$ cat src/rtl/vic_pkg.sv
// rtl/vic_pkg.sv - shared types and constants for the VIC interrupt responder
package vic_pkg;

  localparam int ID_W = 5;
  localparam logic [31:0] VIC_DEF_VEC = 32'h0000_0100;

  typedef logic [ID_W-1:0] vic_id_t;

  typedef enum logic [1:0] {
    ST_IDLE  = 2'd0,
    ST_FETCH = 2'd1,
    ST_WAIT  = 2'd2,
    ST_LOAD  = 2'd3
  } vic_state_e;

  // Each vector table entry is one 32-bit word; the sum wraps at 32 bits.
  function automatic logic [31:0] vt_entry_addr(input logic [31:0] base, input vic_id_t id);
    return base + {25'd0, id, 2'b00};
  endfunction

endpackage

$ cat src/rtl/vic_id_stack.sv
// rtl/vic_id_stack.sv - LIFO of in-service interrupt ids; pop applies before push
module vic_id_stack
  import vic_pkg::*;
#(
  parameter int DEPTH = 4
) (
  input  logic       i_clk,
  input  logic       i_rst_n,
  input  logic       i_push,
  input  vic_id_t    i_push_id,
  input  logic       i_pop,
  output vic_id_t    o_top,
  output logic [2:0] o_depth
);

  vic_id_t    mem_q [DEPTH];
  vic_id_t    mem_d [DEPTH];
  logic [2:0] cnt_q, cnt_d;
  logic [2:0] after_pop;

  // A pop on an empty stack is a no-op; a push to a full stack is dropped.
  always_comb begin
    mem_d     = mem_q;
    after_pop = cnt_q;
    if (i_pop && cnt_q != 3'd0) begin
      after_pop = cnt_q - 3'd1;
    end
    cnt_d = after_pop;
    if (i_push && int'(after_pop) < DEPTH) begin
      for (int i = 0; i < DEPTH; i++) begin
        if (int'(after_pop) == i) begin
          mem_d[i] = i_push_id;
        end
      end
      cnt_d = after_pop + 3'd1;
    end
  end

  always_comb begin
    o_top = '0;
    for (int i = 0; i < DEPTH; i++) begin
      if (int'(cnt_q) == i + 1) begin
        o_top = mem_q[i];
      end
    end
  end

  assign o_depth = cnt_q;

  always_ff @(posedge i_clk or negedge i_rst_n) begin
    if (!i_rst_n) begin
      cnt_q <= '0;
      for (int i = 0; i < DEPTH; i++) begin
        mem_q[i] <= '0;
      end
    end else begin
      cnt_q <= cnt_d;
      mem_q <= mem_d;
    end
  end

endmodule

$ cat src/rtl/vic_irq_resp.sv
// rtl/vic_irq_resp.sv - CPU-side interrupt responder: vector fetch, PC load, nesting stack
module vic_irq_resp
  import vic_pkg::*;
#(
  parameter logic [31:0] VT_BASE    = 32'h0000_0000,
  parameter int          DEPTH      = 4,
  parameter int          VT_TIMEOUT = 15,
  parameter logic [31:0] DEF_VEC    = VIC_DEF_VEC
) (
  input  logic        i_clk,
  input  logic        i_rst_n,
  input  logic        i_irq,
  input  logic [4:0]  i_irq_addr,
  input  logic        i_gie,
  input  logic        i_cpu_ready,
  input  logic        i_reti,
  input  logic [31:0] i_vt_data,
  input  logic        i_vt_valid,
  output logic        o_ack,
  output logic        o_vt_rd,
  output logic [31:0] o_vt_addr,
  output logic        o_pc_load,
  output logic [31:0] o_pc_value,
  output logic        o_active,
  output logic [4:0]  o_cur_id,
  output logic [2:0]  o_depth,
  output logic        o_err
);

  localparam int TW = $clog2(VT_TIMEOUT + 1);

  vic_state_e    state_q, state_d;
  vic_id_t       pend_id_q, pend_id_d;
  logic [TW-1:0] wait_cnt_q, wait_cnt_d;
  logic [31:0]   vt_addr_q, vt_addr_d;
  logic [31:0]   pc_value_q, pc_value_d;
  logic          vt_rd_q, vt_rd_d;
  logic          pc_load_q, pc_load_d;
  logic          ack_q, ack_d;
  logic          err_q, err_d;

  vic_id_t       top_id;
  logic [2:0]    depth;
  logic          push;
  logic          accept;

  vic_id_stack #(.DEPTH(DEPTH)) u_stack (
    .i_clk     (i_clk),
    .i_rst_n   (i_rst_n),
    .i_push    (push),
    .i_push_id (pend_id_q),
    .i_pop     (i_reti),
    .o_top     (top_id),
    .o_depth   (depth)
  );

  assign push   = (state_q == ST_LOAD);
  assign accept = i_irq && i_gie && i_cpu_ready && (int'(depth) < DEPTH) &&
                  (depth == 3'd0 || i_irq_addr < top_id);

  always_comb begin
    state_d    = state_q;
    pend_id_d  = pend_id_q;
    wait_cnt_d = wait_cnt_q;
    vt_addr_d  = vt_addr_q;
    pc_value_d = pc_value_q;
    err_d      = err_q;
    vt_rd_d    = 1'b0;
    pc_load_d  = 1'b0;
    ack_d      = 1'b0;

    if (i_reti && depth == 3'd0) begin
      err_d = 1'b1;
    end

    // Strobes are computed one state early so they are flop outputs in FETCH/LOAD.
    case (state_q)
      ST_IDLE: begin
        if (accept) begin
          state_d   = ST_FETCH;
          pend_id_d = i_irq_addr;
          vt_addr_d = vt_entry_addr(VT_BASE, i_irq_addr);
          vt_rd_d   = 1'b1;
        end
      end
      ST_FETCH: begin
        state_d    = ST_WAIT;
        wait_cnt_d = '0;
      end
      ST_WAIT: begin
        if (i_vt_valid) begin
          pc_value_d = i_vt_data;
          pc_load_d  = 1'b1;
          ack_d      = 1'b1;
          state_d    = ST_LOAD;
        end else if (wait_cnt_q == TW'(VT_TIMEOUT - 1)) begin
          pc_value_d = DEF_VEC;
          err_d      = 1'b1;
          pc_load_d  = 1'b1;
          ack_d      = 1'b1;
          state_d    = ST_LOAD;
        end else begin
          wait_cnt_d = wait_cnt_q + TW'(1);
        end
      end
      ST_LOAD: begin
        state_d = ST_IDLE;
      end
      default: begin
        state_d = ST_IDLE;
      end
    endcase
  end

  always_ff @(posedge i_clk or negedge i_rst_n) begin
    if (!i_rst_n) begin
      state_q    <= ST_IDLE;
      pend_id_q  <= '0;
      wait_cnt_q <= '0;
      vt_addr_q  <= '0;
      pc_value_q <= '0;
      vt_rd_q    <= 1'b0;
      pc_load_q  <= 1'b0;
      ack_q      <= 1'b0;
      err_q      <= 1'b0;
    end else begin
      state_q    <= state_d;
      pend_id_q  <= pend_id_d;
      wait_cnt_q <= wait_cnt_d;
      vt_addr_q  <= vt_addr_d;
      pc_value_q <= pc_value_d;
      vt_rd_q    <= vt_rd_d;
      pc_load_q  <= pc_load_d;
      ack_q      <= ack_d;
      err_q      <= err_d;
    end
  end

  assign o_ack      = ack_q;
  assign o_vt_rd    = vt_rd_q;
  assign o_vt_addr  = vt_addr_q;
  assign o_pc_load  = pc_load_q;
  assign o_pc_value = pc_value_q;
  assign o_err      = err_q;
  assign o_active   = (depth != 3'd0);
  assign o_cur_id   = top_id;
  assign o_depth    = depth;

endmodule

$ cat config.mk
export PLATFORM = sky130hd
export DESIGN_NAME = vic_irq_resp
export DESIGN_NICKNAME = d
export VERILOG_FILES = /design/src/rtl/vic_pkg.sv /design/src/rtl/vic_id_stack.sv /design/src/rtl/vic_irq_resp.sv
export SDC_FILE = /design/constraint.sdc
export NUM_CORES = 1
export LEC_CHECK = 0
export CORE_AREA = 2 2 92 103
export CTS_CLUSTER_DIAMETER = 50
export CTS_CLUSTER_SIZE = 25
export DETAILED_ROUTE_END_ITERATION = 8
export DIE_AREA = 0 0 94 105
export HOLD_SLACK_MARGIN = 0.05
export PLACE_DENSITY = 0.81
export SYNTH_ARGS = -nofsm -noshare
export SYNTH_HDL_FRONTEND = slang
export SYNTH_HIERARCHICAL = 1
export SYNTH_SLANG_ARGS = --single-unit
$ cat constraint.sdc
create_clock -name i_clk -period 3.5 [get_ports i_clk]
set_clock_uncertainty 0.15 [all_clocks]
set_input_delay 0.7 -clock i_clk [delete_from_list [all_inputs] [get_ports i_clk]]
set_output_delay 0.7 -clock i_clk [all_outputs]
set_load 0.01 [all_outputs]
==> qor.yml, run 1 <==
outcome:
  outcome: "finished clean"
sta:
  fin_crit_sh_pct: 94.6
  setup_violations: 0
  max_freq_mhz: 302
  period_minus_slack_ns: 3.31
  rsz0062_at_grt: "false"
  hold_violations: 0
  tns_ns: 0
  worstMarginPinSlew_ns: 0.644
  drv_slew: 0
  max_slew_margin_pct: 57.1
synthesis:
  synth_mux_area_share_pct: 9.65
  synth_fa_ha_area_share_pct: 7.25
  ys_top_cells_by_count: "dfrtp_1 (69), a22o_1 (31), buf_4 (28)"
  synth.most_common_cell: "dfrtp_1"
  synth.distinct_cells: 41
  yosys_register_bits: 69
  synth_seq_area_share_pct: 50.1
  ys_warn_count: 6
  synth-simple-area-share_pct: 8.49
  synth_flop_cell: "dfrtp_1"
  syn-mean-instance-area_sq_um: 12.1
  synth_compound_area_share_pct: 14.3
  synth_top_area_share_pct: 50.1
  synthTopCellsByArea: "dfrtp_1 (50%), a22o_1 (7.9%), ha_1 (7.3%), mux2_2 (7.2%), buf_4 (6.1%)"
  synth-xor-area-share_pct: 1.02
  synth_edf_count: 0
  synth_top_area_cell: "dfrtp_1"
  synth_area_sq_mm: 0.00345
  netlist_instances: 285
  synth_top_family_by_area: "compound AO/OA/AOI/OAI gates"
  async_flop_share_pct: 100
grt:
  antenna_found_initial: 0
  grt_util_all_layers_pct: 15.9
  grt_overflow_total: 0
  grt_pass1_wl_mm: 12.2
  first_global_vias: 2503
  grt_max_degree: 33
place:
  port_buffers: 93
  hpwl_mm: 5.70
  dp_cells: 485
  finalWeightedCongestion: 0.858
clock_tree:
  cts-root-buf: "clkbuf_8"
  cts_hold_buf: 0
  cts_tree: "done"
  cts_resized: 0
  clk_pin_slew_ns: 0.07
  clkLatencyLatePin_ns: 0.33
  cts-htree-levels: 3
  clk_path_buf_depth: 2
  cts_setup_buffers: 0
  cts_made_buffers: 9
  clock_sinks: 69
setup_path:
  end_kind: "output port"
  cp_max_fo: 6
  setup.worst_path.class: "flip-flop to output port"
  startpoint_type: "flip-flop"
  worstPathRequired_ns: 2.65
  arrival_ns: 2.46
cells_and_area:
  num_antenna_cells: 0
  fin_nets: 446
  fin_cells: 500
  syn_to_final_growth_pct: 34.6
  postLayoutCoreUtil_pct: 52.8
  fillers: 748
  layout-drive-gt1-share_pct: 16.3
floorplanning:
  die_x_microns: 94
  chipHeight_microns: 105
  die_area_sq_mm: 0.00987
  core_sq_mm: 0.00878
  ios: 121
  row_count: 36
  initial_core_util_pct: 39.3
power:
  peakVddDrop_mv: 0.423
  power.density_mw_per_mm2: 826
  leakagePower_nw: 2.17
route:
  vias_per_cell: 4.90
  ant_nets: 0
  finalWirelength_mm: 7.52
  wl_per_cell_microns: 15.0
  route.vias.total: 2452
  drc: 0
  drt_iter0_drc: 88
  drt_pass1_iterations: 4
hold_path:
  hold_class: "primary input to asynchronous set/reset pin"
job:
  cap_violations: 0
-- layer usage --
| layer | global-route usage (%) | vias to the layer above | share of wire, % |
|---|---|---|---|
| met5 | 0 | - | 0 |
| met4 | 5.69 | 0 | 1.0 |
| met3 | 5.70 | 8 | 6.9 |
| met2 | 25.4 | 97 | 49 |
| met1 | 19.7 | 1205 | 43 |
| li1 | - | 1142 | - |
-- where the power goes --
group,switching (mW),total [mW],internal [mW]
logic,0.733,1.67,0.933
clock network,0.297,0.768,0.471
registers,0.266,1.40,1.13
total,1.30,3.83,2.54
-- metrics by stage --
step	setup slack [ns]	instance area, sq um	power, mW	hold slack, ns
3_5_place_dp	0.416	4410	3.08	0.315
3_3_place_gp	0.533	4410	3.03	0.304
6_report	0.189	4640	3.83	0.238
2_1_floorplan	0.178	3550	2.32	0.254
4_1_cts	0.214	4640	3.87	0.240
5_1_grt	0.0236	4640	4.08	0.272
-- path summary, 6_finish.rpt --
kind / slack (ns) / from / cells after the start / to
hold reg to reg: 0.32 / o_err$_DFF_PN0_ / 1 / o_err$_DFF_PN0_
hold / removal: 0.24 / i_rst_n / 1 / o_pc_value[25]$_DFFE_PN0P_
max in group asynchronous: 2.20 / i_rst_n / 2 / u_stack/mem_q[18]$_DFFE_PN0P_
setup reg to reg: 0.32 / u_stack/o_depth[1]$_DFF_PN0_ / 13 / state_q[1]$_DFFE_PN0P_
min in group i_clk: 0.32 / o_err$_DFF_PN0_ / 1 / o_err$_DFF_PN0_
setup / recovery: 0.19 / u_stack/o_depth[1]$_DFF_PN0_ / 7 / o_cur_id[3]
-- cell type report --
cell class                 instances  area (sq um)  share of cell area (%)
clock buffer                       9           124                    2.67
clock inverter                     6           113                    2.43
inverter                          17          63.8                    1.37
multi-input combinational        187          1510                    32.5
sequential                        69          1730                    37.2
tap                              114           143                    3.07
timing repair buffer              98           963                    20.8
-- flip-flops by register name, indices dropped and copies added, names as in the netlist --
name             count
u_stack/o_depth      3
pend_id_q            5
o_err                1
o_ack                1
state_q              2
wait_cnt_q           4
u_stack/mem_q       20
o_pc_value          32
o_vt_rd              1
-- worst max-delay path, stage by stage, from the launching register on --
cell	delay, ns
dfrtp_1	0.47
inv_1	0.17
ha_1	0.29
nand3b_1	0.10
a21oi_1	0.16
a21oi_1	0.06
o21ai_0	0.29
clkdlybuf4s50_1	0.61
-- cells by family (layout without fill, tap and decap cells) --
kind of cell | count (synthesis) | in the layout
mux | 28 | 28
buf+inv | 55 | 130
simple gates | 46 | 46
compound gates | 62 | 62
xor+xnor | 4 | 4
flops | 69 | 69
other cells | 1 | 27
fa+ha+maj | 20 | 20
-- placed cells by master (no fill, tap or decap), types with 2 or more instances in the layout --
cell,count
a21oi_1,12
a22o_1,31
and2_1,2
buf_4,5
bufinv_16,3
clkbuf_8,9
clkdlybuf4s50_1,92
clkinv_4,2
conb_1,27
dfrtp_1,69
ha_1,20
inv_1,16
mux2_2,22
mux2_4,5
nand2_1,8
nand2_4,4
nand2b_1,3
nand3_1,9
nand3b_1,5
nand4_1,2
nor2_1,5
nor2b_1,2
o21ai_0,8
o21ai_2,3
xnor2_1,2
xor2_1,2
Power figures use the tool's default switching activity.
==> run 2: changes to the inputs <==
RECOVER_POWER = 100   (was not set)
SETUP_SLACK_MARGIN = 0.02   (was not set)
==> run 2 against run 1 <==
Net effect: sequential share of layout area up 0.70 points; largest power group unchanged; total power down 4.4%; the run now ends with capacitance limit, slew limit left; sequential cell count unchanged; sequential power about the same; final cell count unchanged.
==> qor.yml, run 2 (same netlist as run 1, synthesis figures left out) <==
cells_and_area:
  layout-drive-gt1-share_pct: 11.9  # was 16.3%
  num_antenna_cells: 0  # unchanged
  layout_common_cells: "dfrtp_1 (69), dlygate4sd3_1 (48), clkdlybuf4s50_1 (44), a22o_1 (31), conb_1 (27)"  # was clkdlybuf4s50_1 (92), dfrtp_1 (69), a22o_1 (31), conb_1 (27), mux2_2 (22)
  largest_register_ffs: 32  # unchanged
  mostFrequentLayoutCell: "dfrtp_1"  # was clkdlybuf4s50_1
  syn_to_final_growth_pct: 32.1  # was 34.6%
  final_area_sq_mm: 0.00456  # was 0.00464 sq mm
  fin_nets: 446  # unchanged
floorplanning:
  core_sq_mm: 0.00878  # unchanged
  ios: 121  # unchanged
  row_count: 36  # unchanged
  die_area_sq_mm: 0.00987  # unchanged
  die_x_microns: 94  # unchanged
  chipHeight_microns: 105  # unchanged
  initial_core_util_pct: 39.3  # unchanged
job:
  cap_violations: 1  # was 0
power:
  total_power_mw: 3.66  # was 3.83 mW
  peakVddDrop_mv: 0.400  # was 0.423 mV
  leakagePower_nw: 2.17  # about the same
  power.density_mw_per_mm2: 804  # was 826 mW/mm^2
grt:
  grt_util_all_layers_pct: 15.9  # unchanged
  first_global_vias: 2503  # unchanged
  grt_max_degree: 33  # unchanged
  grt_pass1_wl_mm: 12.2  # unchanged
  grt_overflow_total: 0  # unchanged
  antenna_found_initial: 0  # unchanged
clock_tree:
  cts_tree: "done"  # unchanged
  cts_made_buffers: 9  # unchanged
  cts_setup_buffers: 0  # unchanged
  cts_resized: 0  # unchanged
  cts_hold_buf: 0  # unchanged
  clock_sinks: 69  # unchanged
  cts-root-buf: "clkbuf_8"  # unchanged
  clkLatencyLatePin_ns: 0.34  # was 0.33 ns
  clk_path_buf_depth: 2  # unchanged
  cts-htree-levels: 3  # unchanged
  clk_pin_slew_ns: 0.07  # about the same
setup_path:
  arrival_ns: 2.47  # was 2.46 ns
  cp_max_fo: 6  # unchanged
  end_kind: "output port"  # unchanged
  worstPathRequired_ns: 2.65  # about the same
  setup.worst_path.class: "flip-flop to output port"  # unchanged
  startpoint_type: "flip-flop"  # unchanged
route:
  vias_per_cell: 4.90  # about the same
  ant_nets: 0  # unchanged
  drt_pass1_iterations: 4  # unchanged
  drc: 0  # unchanged
  route.vias.total: 2449  # was 2452
  finalWirelength_mm: 7.53  # was 7.52 mm
  wl_per_cell_microns: 15.1  # was 15.0 microns
  drt_iter0_drc: 72  # was 88
place:
  placed_area_sq_mm: 0.00441  # unchanged
  port_buffers: 93  # unchanged
  hpwl_mm: 5.70  # unchanged
  finalWeightedCongestion: 0.858  # unchanged
sta:
  drv_slew: 29  # was 0
  period_minus_slack_ns: 3.32  # was 3.31 ns
  setup_violations: 0  # unchanged
  rsz0062_at_grt: "false"  # unchanged
  max_slew_margin_pct: -1.35  # was 57.1%
  tns_ns: 0  # unchanged
  worstMarginPinSlew_ns: 1.52  # was 0.644 ns
  hold_violations: 0  # unchanged
  max_freq_mhz: 302  # about the same
  fin_crit_sh_pct: 94.7  # was 94.6%
outcome:
  violations: "capacitance limit, slew limit"
  outcome: "finished, violations left"  # was finished clean
hold_path:
  hold_class: "flip-flop to flip-flop"  # was primary input to asynchronous set/reset pin
run 2: changes by cell type in the layout (fill, tap and decap cells not counted), moves of 2 or more:
cell | before | now
o21ai_0 | 8 | 10
buf_4 | 5 | 2
nand2_1 | 8 | 11
mux2_1 | 0 | 5
o21ai_2 | 3 | 1
mux2_4 | 5 | 1
clkbuf_1 | 0 | 4
clkdlybuf4s50_1 | 92 | 44
nand2_4 | 4 | 0
dlygate4sd3_1 | 0 | 48
run 2: area by class of cell:
cell class / instances / area [sq um]
clock buffer: 9 / 124
clock inverter: 6 / 113
fill: 767 / 4230
inverter: 17 / 63.8
multi-input combinational: 187 / 1440
sequential: 69 / 1730
tap: 114 / 143
timing repair buffer: 98 / 951
run 2: path summary, 6_finish.rpt:
| kind | to | depth (start not counted) | slack [ns] | from |
|---|---|---|---|---|
| worst max-delay path | o_cur_id[3] | 7 | 0.18 | u_stack/o_depth[1]$_DFF_PN0_ |
| worst min-delay path | o_err$_DFF_PN0_ | 1 | 0.32 | o_err$_DFF_PN0_ |
| min in group asynchronous | o_pc_value[25]$_DFFE_PN0P_ | 1 | 0.58 | i_rst_n |
| worst min register to register | o_err$_DFF_PN0_ | 1 | 0.32 | o_err$_DFF_PN0_ |
| max in group asynchronous | u_stack/mem_q[18]$_DFFE_PN0P_ | 2 | 0.78 | i_rst_n |
| worst max register to register | pend_id_q[4]$_DFFE_PN0P_ | 13 | 0.32 | u_stack/o_depth[1]$_DFF_PN0_ |
run 2: stage by stage:
stage	setup WS [ns]	util [%]	hold WS, ns	cells
after floorplan	0.178	-	0.254	311
after detailed placement	0.416	50.2	0.315	485
after CTS	0.214	52.8	0.240	500
after global routing	0.0621	51.9	0.340	500
after global placement	0.533	50.2	0.304	485
final	0.185	51.9	0.318	500
run 2: where the power goes:
group	total, mW	switching [mW]	internal, mW
registers	1.38	0.251	1.13
clock network	0.769	0.299	0.471
logic	1.51	0.700	0.810
total	3.66	1.25	2.41
run 2: metal layers:
metal | global-route usage, % | wire length (microns) | vias up
li1 | - | - | 1142
met1 | 19.7 | 3260 | 1202
met2 | 25.4 | 3660 | 97
met3 | 5.70 | 534 | 8
met4 | 5.69 | 78 | 0
met5 | 0 | 0 | -
run 2: critical path: stages, from the launching register on:
cell           delay (ns)
dfrtp_1              0.44
inv_1                0.15
ha_1                 0.28
nand3b_1             0.10
a21oi_1              0.16
a21oi_1              0.06
o21ai_0              0.28
dlygate4sd3_1        0.66
==> run 3: changes to the inputs <==
REMOVE_ABC_BUFFERS = 1   (was not set)
==> run 3 against run 2 <==
Net effect: the run still ends with capacitance limit, slew limit left; first-iteration DRC count rose by 2.8%; cell area down 1.5%; clock-buffer cell count unchanged; hold slack better by 0.0041 ns; worst setup slack better by 0.017 ns; sequential cell count did not move; combinational power about the same.
==> qor.yml, run 3 (same netlist as run 1, synthesis figures left out) <==
sta:
  post-route-worst-setup-slack_ns: 0.201  # was 0.185 ns
  fin_crit_sh_pct: 94.2  # was 94.7%
  worstMarginPinSlew_ns: 1.60  # was 1.52 ns
  rsz0062_at_grt: "false"  # unchanged
  hold_violations: 0  # unchanged
  tns_ns: 0  # unchanged
  max_freq_mhz: 303  # was 302 MHz
  max_slew_margin_pct: -6.97  # was -1.35%
  period_minus_slack_ns: 3.30  # was 3.32 ns
  setup_violations: 0  # unchanged
  drv_slew: 32  # was 29
  holdWs_ns: 0.322  # was 0.318 ns
place:
  hpwl_mm: 5.56  # was 5.70 mm
  finalWeightedCongestion: 0.796  # was 0.858
  pre_cts_slack_ns: 0.403  # was 0.416 ns
  port_buffers: 93  # unchanged
  dp_cells: 484  # was 485
  placed_area_sq_mm: 0.00441  # about the same
cells_and_area:
  num_antenna_cells: 0  # unchanged
  layout-drive-gt1-share_pct: 12.4  # was 11.9%
  syn_to_final_growth_pct: 30.1  # was 32.1%
  multiInputGateArea_sq_mm: 0.00143  # was 0.00144 sq mm
  final_area_sq_mm: 0.00449  # was 0.00456 sq mm
  fillers: 768  # was 767
  largest_register_ffs: 32  # unchanged
  fin_cells: 500  # unchanged
  layout_common_cells: "dfrtp_1 (69), dlygate4sd3_1 (48), clkdlybuf4s50_1 (43), a22o_1 (31), conb_1 (27)"  # was dfrtp_1 (69), dlygate4sd3_1 (48), clkdlybuf4s50_1 (44), a22o_1 (31), conb_1 (27)
  mostFrequentLayoutCell: "dfrtp_1"  # unchanged
  postLayoutCoreUtil_pct: 51.1  # was 51.9%
  regArea_sq_mm: 0.00173  # unchanged
  fin_nets: 445  # was 446
setup_path:
  crit_family: "buffers and inverters"  # unchanged
  setup.worst_path.class: "flip-flop to output port"  # unchanged
  critical_path.cell_chain: "inv_1 > ha_1 > nand3b_1 > a21oi_1 > a21oi_1 > o21ai_0 > dlygate4sd3_1"  # unchanged
  crit_slowest_cell: "dlygate4sd3_1"  # unchanged
  cp_num_buf_inv: 2  # unchanged
  startpoint_type: "flip-flop"  # unchanged
  arrival_ns: 2.45  # was 2.47 ns
  worstPathRequired_ns: 2.65  # about the same
  critPathMaxStageDelay_ns: 0.68  # was 0.66 ns
  cp_max_fo: 6  # unchanged
  critPathMostFrequentCell: "a21oi_1"  # unchanged
  end_kind: "output port"  # unchanged
grt:
  antenna_found_initial: 0  # unchanged
  grt_pass1_wl_mm: 12.7  # was 12.2 mm
  grt_util_all_layers_pct: 16.7  # was 15.9%
  grt_max_degree: 40  # was 33
  first_global_vias: 2496  # was 2503
  grt_overflow_total: 0  # unchanged
clock_tree:
  clock_sinks: 69  # unchanged
  cts_made_buffers: 9  # unchanged
  cts_hold_buf: 0  # unchanged
  cts_setup_buffers: 0  # unchanged
  cts-root-buf: "clkbuf_8"  # unchanged
  clkLatencyLatePin_ns: 0.34  # about the same
  cts_tree: "done"  # unchanged
  clk_path_buf_depth: 2  # unchanged
  clk_pin_slew_ns: 0.08  # was 0.07 ns
  cts_resized: 0  # unchanged
  cts-htree-levels: 3  # unchanged
floorplanning:
  core_sq_mm: 0.00878  # unchanged
  chipHeight_microns: 105  # unchanged
  die_x_microns: 94  # unchanged
  ios: 121  # unchanged
  die_area_sq_mm: 0.00987  # unchanged
  initial_core_util_pct: 39.3  # unchanged
  row_count: 36  # unchanged
power:
  power.density_mw_per_mm2: 781  # was 804 mW/mm^2
  total_power_mw: 3.50  # was 3.66 mW
  leakagePower_nw: 2.15  # was 2.17 nW
  peakVddDrop_mv: 0.388  # was 0.400 mV
job:
  cap_violations: 1  # unchanged
route:
  ant_nets: 0  # unchanged
  drc: 0  # unchanged
  vias_per_cell: 4.81  # was 4.90
  wl_per_cell_microns: 15.3  # was 15.1 microns
  route.vias.total: 2404  # was 2449
  drt_iter0_drc: 74  # was 72
  drt_pass1_iterations: 4  # unchanged
  topRoutingLayerUsed: "met4"  # unchanged
  wl_met1_mm: 3.29  # was 3.26 mm
  met3_wirelength_microns: 580  # was 534 microns
  finalWirelength_mm: 7.65  # was 7.53 mm
  wl_met2_mm: 3.63  # was 3.66 mm
outcome:
  violations: "capacitance limit, slew limit"  # unchanged
  outcome: "finished, violations left"  # unchanged
hold_path:
  hold_class: "flip-flop to flip-flop"  # unchanged
run 3: power by group:
part	internal [mW]	switching [mW]	leakage, nW
clock network	0.274	0.345	0.0943
logic	0.806	0.691	1.17
registers	1.13	0.257	0.893
total	2.21	1.29	2.15
run 3: layout make-up:
cell class / instances / area share, %
Clock buffer: 9 / 2.76
Clock inverter: 7 / 1.45
Inverter: 17 / 1.42
Multi-Input combinational cell: 187 / 31.7
Sequential cell: 69 / 38.5
Tap cell: 114 / 3.18
Timing Repair Buffer: 97 / 21.0
run 3: final timing paths:
| check | start | endpoint | slack (ns) | depth (start not counted) |
|---|---|---|---|---|
| max in group asynchronous | i_rst_n | u_stack/mem_q[15]$_DFFE_PN0P_ | 0.88 | 2 |
| max | u_stack/o_depth[1]$_DFF_PN0_ | o_cur_id[4] | 0.20 | 7 |
| min in group asynchronous | i_rst_n | o_ack$_DFF_PN0_ | 0.59 | 1 |
| min reg2reg | o_err$_DFF_PN0_ | o_err$_DFF_PN0_ | 0.32 | 1 |
| max reg2reg | u_stack/o_depth[1]$_DFF_PN0_ | state_q[1]$_DFFE_PN0P_ | 0.25 | 13 |
| min | o_err$_DFF_PN0_ | o_err$_DFF_PN0_ | 0.32 | 1 |
run 3: layer usage:
| layer | global-route usage, % | vias up |
|---|---|---|
| li1 | - | 1142 |
| met1 | 20.5 | 1145 |
| met2 | 26.3 | 107 |
| met3 | 6.13 | 10 |
| met4 | 7.45 | 0 |
| met5 | 0 | - |
